### config.mk
export PLATFORM = sky130hd
export DESIGN_NAME = sqrt_iter_engine
export DESIGN_NICKNAME = d
export VERILOG_FILES = /design/src/rtl/sqrt_pkg.sv /design/src/rtl/sqrt_step.sv /design/src/rtl/sqrt_iter_engine.sv
export SDC_FILE = /design/constraint.sdc
export NUM_CORES = 1
export LEC_CHECK = 0
export BUFFER_PORTS_ARGS = -buffer_cell sky130_fd_sc_hd__buf_2
export CAP_MARGIN = 20
export CORE_MARGIN = 5
export CORE_UTILIZATION = 59
export DETAILED_ROUTE_END_ITERATION = 10
export HOLD_SLACK_MARGIN = 0.15
export PLACE_DENSITY_LB_ADDON = 0.08
export SYNTH_ARGS = -nofsm -noshare
export SYNTH_HDL_FRONTEND = slang
export SYNTH_SLANG_ARGS = --single-unit
### constraint.sdc
create_clock -name clk -period 3.55 [get_ports clk]
set_input_delay 1.065 -clock clk [delete_from_list [all_inputs] [get_ports clk]]
set_output_delay 1.065 -clock clk [all_outputs]
set_load 0.02 [all_outputs]
### src/rtl/sqrt_pkg.sv
// Shared types and constants for the digit-by-digit square-root engine.
package sqrt_pkg;

  typedef enum logic [1:0] {
    IDLE = 2'd0,
    CALC = 2'd1,
    DONE = 2'd2
  } sqrt_state_e;

  localparam int DEFAULT_WIDTH = 8;

  function automatic int iter_count(input int width);
    return width / 2;
  endfunction

endpackage

### src/rtl/sqrt_step.sv
// One restoring square-root iteration: conditional subtract of res+bit from num.
module sqrt_step
  import sqrt_pkg::*;
#(
  parameter int WIDTH = DEFAULT_WIDTH
) (
  input  logic [WIDTH:0] num_i,
  input  logic [WIDTH:0] res_i,
  input  logic [WIDTH:0] bit_i,
  output logic [WIDTH:0] num_o,
  output logic [WIDTH:0] res_o
);

  logic [WIDTH:0] trial_s;

  // Compare/subtract on a WIDTH+1 bit path so res+bit never wraps
  always_comb begin
    trial_s = res_i + bit_i;
    num_o   = num_i;
    res_o   = res_i >> 1;
    if (num_i >= trial_s) begin
      num_o = num_i - trial_s;
      res_o = (res_i >> 1) + bit_i;
    end else begin
      num_o = num_i;
      res_o = res_i >> 1;
    end
  end

endmodule

### src/rtl/sqrt_iter_engine.sv
// Sequential integer square root, one root bit per clock with done/valid handshake.
// Optional round-to-nearest root when SQRT_ROUND_EN is defined.
module sqrt_iter_engine
  import sqrt_pkg::*;
#(
  parameter int WIDTH  = DEFAULT_WIDTH,
  parameter int ROOT_W = WIDTH / 2 + 1
) (
  input  logic                 clk,
  input  logic                 rst_n,
  input  logic                 start,
  input  logic [WIDTH-1:0]     radicand,
  output logic                 busy,
  output logic                 done,
  output logic                 valid,
  output logic [ROOT_W-1:0]    root,
  output logic [WIDTH/2:0]     remainder
);

  localparam int ITER  = iter_count(WIDTH);
  localparam int CNT_W = $clog2(ITER + 1);
  localparam logic [WIDTH:0] BIT_INIT = {3'b001, {(WIDTH-2){1'b0}}};

  sqrt_state_e        state_q;
  logic [WIDTH:0]     num_q, res_q, bit_q;
  logic [WIDTH:0]     num_d, res_d;
  logic [CNT_W-1:0]   cnt_q;
  logic               busy_q, done_q, valid_q;
  logic [ROOT_W-1:0]  root_q, root_d, root_trunc_s;
  logic [WIDTH/2:0]   rem_q, rem_s;

  sqrt_step #(.WIDTH(WIDTH)) u_step (
    .num_i (num_q),
    .res_i (res_q),
    .bit_i (bit_q),
    .num_o (num_d),
    .res_o (res_d)
  );

  // Final root selection; remainder always refers to the truncated root
  always_comb begin
    root_trunc_s = ROOT_W'(res_q[WIDTH/2-1:0]);
    rem_s        = num_q[WIDTH/2:0];
    root_d       = root_trunc_s;
`ifdef SQRT_ROUND_EN
    if (ROOT_W'(rem_s) > root_trunc_s) begin
      root_d = root_trunc_s + ROOT_W'(1);
    end else begin
      root_d = root_trunc_s;
    end
`endif
  end

  // Control FSM, iteration datapath and registered outputs
  always_ff @(posedge clk or negedge rst_n) begin
    if (!rst_n) begin
      state_q <= IDLE;
      num_q   <= '0;
      res_q   <= '0;
      bit_q   <= '0;
      cnt_q   <= '0;
      busy_q  <= 1'b0;
      done_q  <= 1'b0;
      valid_q <= 1'b0;
      root_q  <= '0;
      rem_q   <= '0;
    end else begin
      case (state_q)
        IDLE: begin
          done_q <= 1'b0;
          if (start) begin
            num_q   <= {1'b0, radicand};
            res_q   <= '0;
            bit_q   <= BIT_INIT;
            cnt_q   <= '0;
            valid_q <= 1'b0;
            busy_q  <= 1'b1;
            state_q <= CALC;
          end else begin
            state_q <= IDLE;
          end
        end
        CALC: begin
          num_q <= num_d;
          res_q <= res_d;
          bit_q <= bit_q >> 2;
          cnt_q <= cnt_q + CNT_W'(1);
          if (cnt_q == CNT_W'(ITER - 1)) begin
            busy_q  <= 1'b0;
            state_q <= DONE;
          end else begin
            state_q <= CALC;
          end
        end
        DONE: begin
          done_q  <= 1'b1;
          valid_q <= 1'b1;
          root_q  <= root_d;
          rem_q   <= rem_s;
          state_q <= IDLE;
        end
        default: begin
          busy_q  <= 1'b0;
          done_q  <= 1'b0;
          state_q <= IDLE;
        end
      endcase
    end
  end

  assign busy      = busy_q;
  assign done      = done_q;
  assign valid     = valid_q;
  assign root      = root_q;
  assign remainder = rem_q;

endmodule

Yosys cells after proc, flatten, opt, wreduce, memory -nomap -nowiden
Cells that the tools add are included.

Bits in registers: 44. Input bits: 11. Output and inout bits: 13. Word-level logic and storage cells: 48.

Add/sub/neg operators: 4. $lt $le $gt $ge: 1. Equal/unequal tests: 6. Mux-type cells: 19. Bitwise gates (word level): 1. Reduce and logical (&&, ||, !) cells: 7.

Operator list (count): case mux 9 bit (2 select lines) (3); 2-to-1 mux 9 bit (5); adder 8 x 9 -> 9 bit (1); adder 9 bit (1); greater-or-equal comparator 9 bit (1); subtractor 9 bit (1); case mux 3 bit (2 select lines) (1); AND reduction 3 bit (2); 2-to-1 mux 1 bit (4); != test 2 bit (second input constant) (2); case mux 1 bit (2 select lines) (2); case mux 2 bit (2 select lines) (1); AND reduction 2 bit (2); nonzero test 2 bit (2); adder 3 x 1 -> 3 bit (second input constant) (1); == test 3 x 2 -> 1 bit (second input constant) (1); 2-to-1 mux 3 bit (1); case mux 1 bit (3 select lines) (1); == test 2 x 1 -> 1 bit (second input constant) (1); == test 2 bit (second input constant) (1); zero test 2 bit (1); 2-to-1 mux 2 bit (1); != test 2 x 1 -> 1 bit (second input constant) (1); inverter 1 bit (1).

Longest topological paths before layout
Word-level depth: 4. Depth in mapped cells: 14. Gate-level depth less buffers: 13.

By module
From an unflattened synthesis, not the netlist that was laid out.

Cell total of the unflattened synthesis: 278. Area total of the unflattened synthesis: 2803.9 um^2.

By module, submodules not included: sqrt_iter_engine (times used 1, cells an instance 113, area each 1604.0 um^2, seq. area each 975.9 um^2); sqrt_step (times used 1, cells an instance 165, area each 1199.9 um^2, seq. area each 0.0 um^2).

Worst setup path after synthesis
Ideal clock, no wire load.

Path type: reg2reg. From: register res_q[0]. To: register res_q[2]. Setup time: 134 ps. Arrival: 2920 ps. Data required time: 3416 ps. Path slack: 497 ps. Stages on the path, launching flop included: 15. Path buffers: 1. Period minus slack after synthesis: 3053 ps. Cells stage by stage: dfrtp_1 ha_1 ha_1 a21o_1 nor2b_1 o21ba_2 o21ai_0 xor2_1 ha_1 and4_1 a31oi_1 and3_4 buf_6 mux2i_1 o21ai_0.

Cells in the longest elaborated chain, start to end: 4.

RTL lines: start, declared (line sqrt_iter_engine.sv:25) `logic [WIDTH:0] num_q, res_q, bit_q;`; start signal, assigned (line sqrt_iter_engine.sv:85) `res_q <= res_d;`; adder 9 bit (line sqrt_step.sv:18) `trial_s = res_i + bit_i;`; greater-or-equal comparator 9 bit (line sqrt_step.sv:21) `if (num_i >= trial_s) begin`; 2-to-1 mux 9 bit (line sqrt_step.sv:21); case mux 9 bit (2 select lines) (line sqrt_iter_engine.sv:68) `case (state_q)`.

Every way passes these cells. A chain may end at the register's enable or synchronous reset.

Worst setup path after layout
From: register res_q[2]. To: register res_q[5].

Cells in the longest elaborated chain, start to end: 4. Elaborated cells between the ends (all ways): 5. Classes of those cells: add/sub: 2; order compare: 1; mux: 2.

RTL lines (line): adder 9 bit (sqrt_step.sv:18); greater-or-equal comparator 9 bit (sqrt_step.sv:21); 2-to-1 mux 9 bit * (sqrt_step.sv:21); case mux 9 bit (2 select lines) * (sqrt_iter_engine.sv:68).

Mark *: on every way between the ends. The rest lies on a longest branch, timed or not.

==> metrics.txt <==
clock power share 0.138; DR pass1 iterations 4; Synth Register Bits 39; Seq pwr share 0.275; gpl congestion 0.7936; cell taking the most area after synthesis dfrtp_1; most common library cells after synthesis dfrtp_1, nand2_1, o21ai_0, ha_1, nor2_1; Post-synth EDFFs 0; Worst setup SP type register; post-synth cell types 44; clk_lat worst skew 290 ps; Avg WL per Cell 15.04 um; H-tree depth 2; initial antenna violation count 0; Async SR Flop Fraction 1.000; Core Area 4029 sq um; die area 5548 sq um; top-area cell type share of the netlist area 0.3978; CTS buffer count 5; P_sw 0.001235 W; xor/xnor cell area share of the yosys netlist 0.05354; layout cells sized above 1 0.1756; Post-Synth Simple-Gate Area 0.1397; post-synthesis sequential area ratio 0.3978; input/output buffers 22; Switching Share 0.4431; highest clock rate 300.6 MHz; nets 311; Filler cells 319; primary flip-flop cell chosen by synthesis mapping dfrtp_1; max incr delay on CP 450 ps; kind of critical path register to register; # setup viols final 0; vias post-DR 1866; CTS tree yes; Leak Pwr 1.301 nW; CTS sink count 39; Post-Synth Adder-Cell Area 0.1152; Reg2Reg Setup Slack 220 ps; Starting Density 0.6090; residual DRC count 0; DRT iter0 DRCs 131; Synth area leaders dfrtp_1, ha_1, nand2_1; syn_area_per_cell 9.584 sq um; status completed; global route overflow 0; All-Layer GR Usage 0.2004; RSZ-0062 raised after global routing no; Comb power frac 0.588; IO Pins 24; vias in the first global route 1839; most used cell, CP ha_1; largest net degree at the start of global routing 40; largest family of logic cells by synthesized area compound AO/OA/AOI/OAI gates; Worst Path Arrival 3510 ps; synth warn 0; Max-Cap Viols 0; mux cell area share after synthesis 0.05252; Period minus WS final 3327 ps; Worst-path clk slew 80 ps; chip width 74.49 um; CTS Hold Bufs 0; Max rail drop VDD 0.6641 mV; Hold Crit Class register to register; Setup TNS Final 0 ps; Antenna Cells 0; Max clock buf depth 2; vias per inst 5.672; Root Driver clkbuf_8; Cell Chain, Critical Path ha_1, a21o_1, nor2b_1, o21ba_2, o21ai_0, xor2_1, ha_1, and4_1, a31oi_2, and3_4, nor4b_1, a311o_1; count leader, synth dfrtp_1; CP Data Required Time 3730 ps; syn_nets 289; die height 74.49 um; power per cell area 1026 nW/um^2; final hold violation count 0; Syn Std Cell Area 2454 sq um; CP max stage cell dfrtp_1; post-detail-place hpwl 3543 um; row cnt 23; crit end category register; final antenna-violating net count 0; first-pass GRT wire length 8431 um; compound-cell area share of the yosys netlist 0.2045; Post-Synthesis Cells 256; total power 0.002787 W; max_slew headroom 0.4294; Int Pwr 0.001552 W; Clock Skew 4.037 ps; Post-Route WL 4947 um; worst-margin pin slew 855.9 ps; Slew Limit Fails 0; Area Overhead vs Synth 10.71%; worst-path fanout max 11; crit share post-route 0.9371
through the flow:
stage                     instance area, sq um  utilization  setup slack (ps)  instances  hold WS (ps)
after global placement                    2592       0.6435             236.2        321         456.6
after global routing                      2716       0.6742             33.31        329         494.2
final                                     2716       0.6742             223.4        329         475.8
after detailed placement                  2592       0.6435             170.2        321         462.5
after floorplan                           2454            -             496.5        256         449.8
after CTS                                 2710       0.6727             154.5        329         481.1
final cells by class:
| class | count | area [sq um] | share of cell area |
|---|---|---|---|
| Clock buffer | 6 | 82.58 | 0.03040 |
| Tap cell | 50 | 62.56 | 0.02303 |
| Inverter | 8 | 30.03 | 0.01105 |
| Sequential cell | 39 | 975.9 | 0.3593 |
| Timing Repair Buffer | 25 | 132.6 | 0.04883 |
| Clock inverter | 2 | 35.03 | 0.01290 |
| Multi-Input combinational cell | 199 | 1398 | 0.5145 |
registers in the layout, indices dropped and copies added (netlist names):
signal	flops
busy	1
state_q	2
num_q	9
valid	1
root	4
res_q	9
cnt_q	3
remainder	5
done	1
bit_q	4
power by group through the flow:
stage               sequential (W)  clock [W]  combinational, W
global placement          0.000770          0           0.00160
CTS                       0.000765   0.000398           0.00164
finish                    0.000765   0.000384           0.00164
detailed placement        0.000773          0           0.00162
global route              0.000791   0.000415           0.00184
floorplan                 0.000794          0           0.00126
cells in the final DEF, fill, tap and decap left out, types with 4 or more instances in the layout:
cell | Yosys | routed
clkbuf_8 | 0 | 6
ha_1 | 21 | 21
nor2b_1 | 4 | 4
o21ai_0 | 25 | 25
a22o_1 | 4 | 4
a31oi_1 | 10 | 9
buf_2 | 0 | 22
a21oi_1 | 9 | 9
inv_1 | 8 | 8
nand3b_1 | 4 | 4
nand2b_1 | 6 | 6
nor2_1 | 13 | 13
mux2i_1 | 5 | 5
mux2_2 | 7 | 7
nand2_1 | 38 | 38
dfrtp_1 | 39 | 39
xor2_1 | 9 | 9
a21o_1 | 6 | 6
xnor2_1 | 6 | 6
metal layers:
metal / up-vias / track usage / routed length, um
li1: 959 / - / -
met1: 864 / 0.2658 / 2360
met2: 33 / 0.3151 / 2290
met3: 10 / 0.04054 / 177
met4: 0 / 0.09289 / 119
met5: - / 0 / 0
critical path, delay by kind of cell, from the launching register on:
| kind | cells | cell delay (ps) |
|---|---|---|
| flip-flops | 1 | 450 |
| AND/OR/NAND/NOR | 4 | 740 |
| XOR/XNOR | 1 | 170 |
| adder cells (fa/ha/maj) | 2 | 650 |
| AO/OA/AOI/OAI | 5 | 1180 |
final timing paths:
| kind | start | end | depth (start not counted) |
|---|---|---|---|
| max | res_q[2]$_DFFE_PN0P_ | res_q[5]$_DFFE_PN0P_ | 12 |
| min | remainder[1]$_DFFE_PN0P_ | remainder[1]$_DFFE_PN0P_ | 2 |
| max reg2reg | res_q[2]$_DFFE_PN0P_ | res_q[5]$_DFFE_PN0P_ | 12 |
| min reg2reg | remainder[1]$_DFFE_PN0P_ | remainder[1]$_DFFE_PN0P_ | 2 |
| max in group asynchronous | rst_n | state_q[1]$_DFF_PN0_ | 1 |
| min in group asynchronous | rst_n | num_q[4]$_DFFE_PN0P_ | 1 |
logic make-up (layout without fill, tap and decap cells):
group           after synthesis  count (layout)
compound gates               76              76
xor+xnor                     15              15
fa+ha+maj                    22              22
buf+inv                      18              41
flops                        39              39
mux                          12              12
other cells                   1               1
simple gates                 73              73
repair_timing:
| action | 4_1_cts | 5_1_grt |
|---|---|---|
| setup endpoints to repair | 0 | 6 |
| gates resized for setup | 0 | 1 |
| buffers inserted | 0 | 0 |
Power figures use the tool's default switching activity.
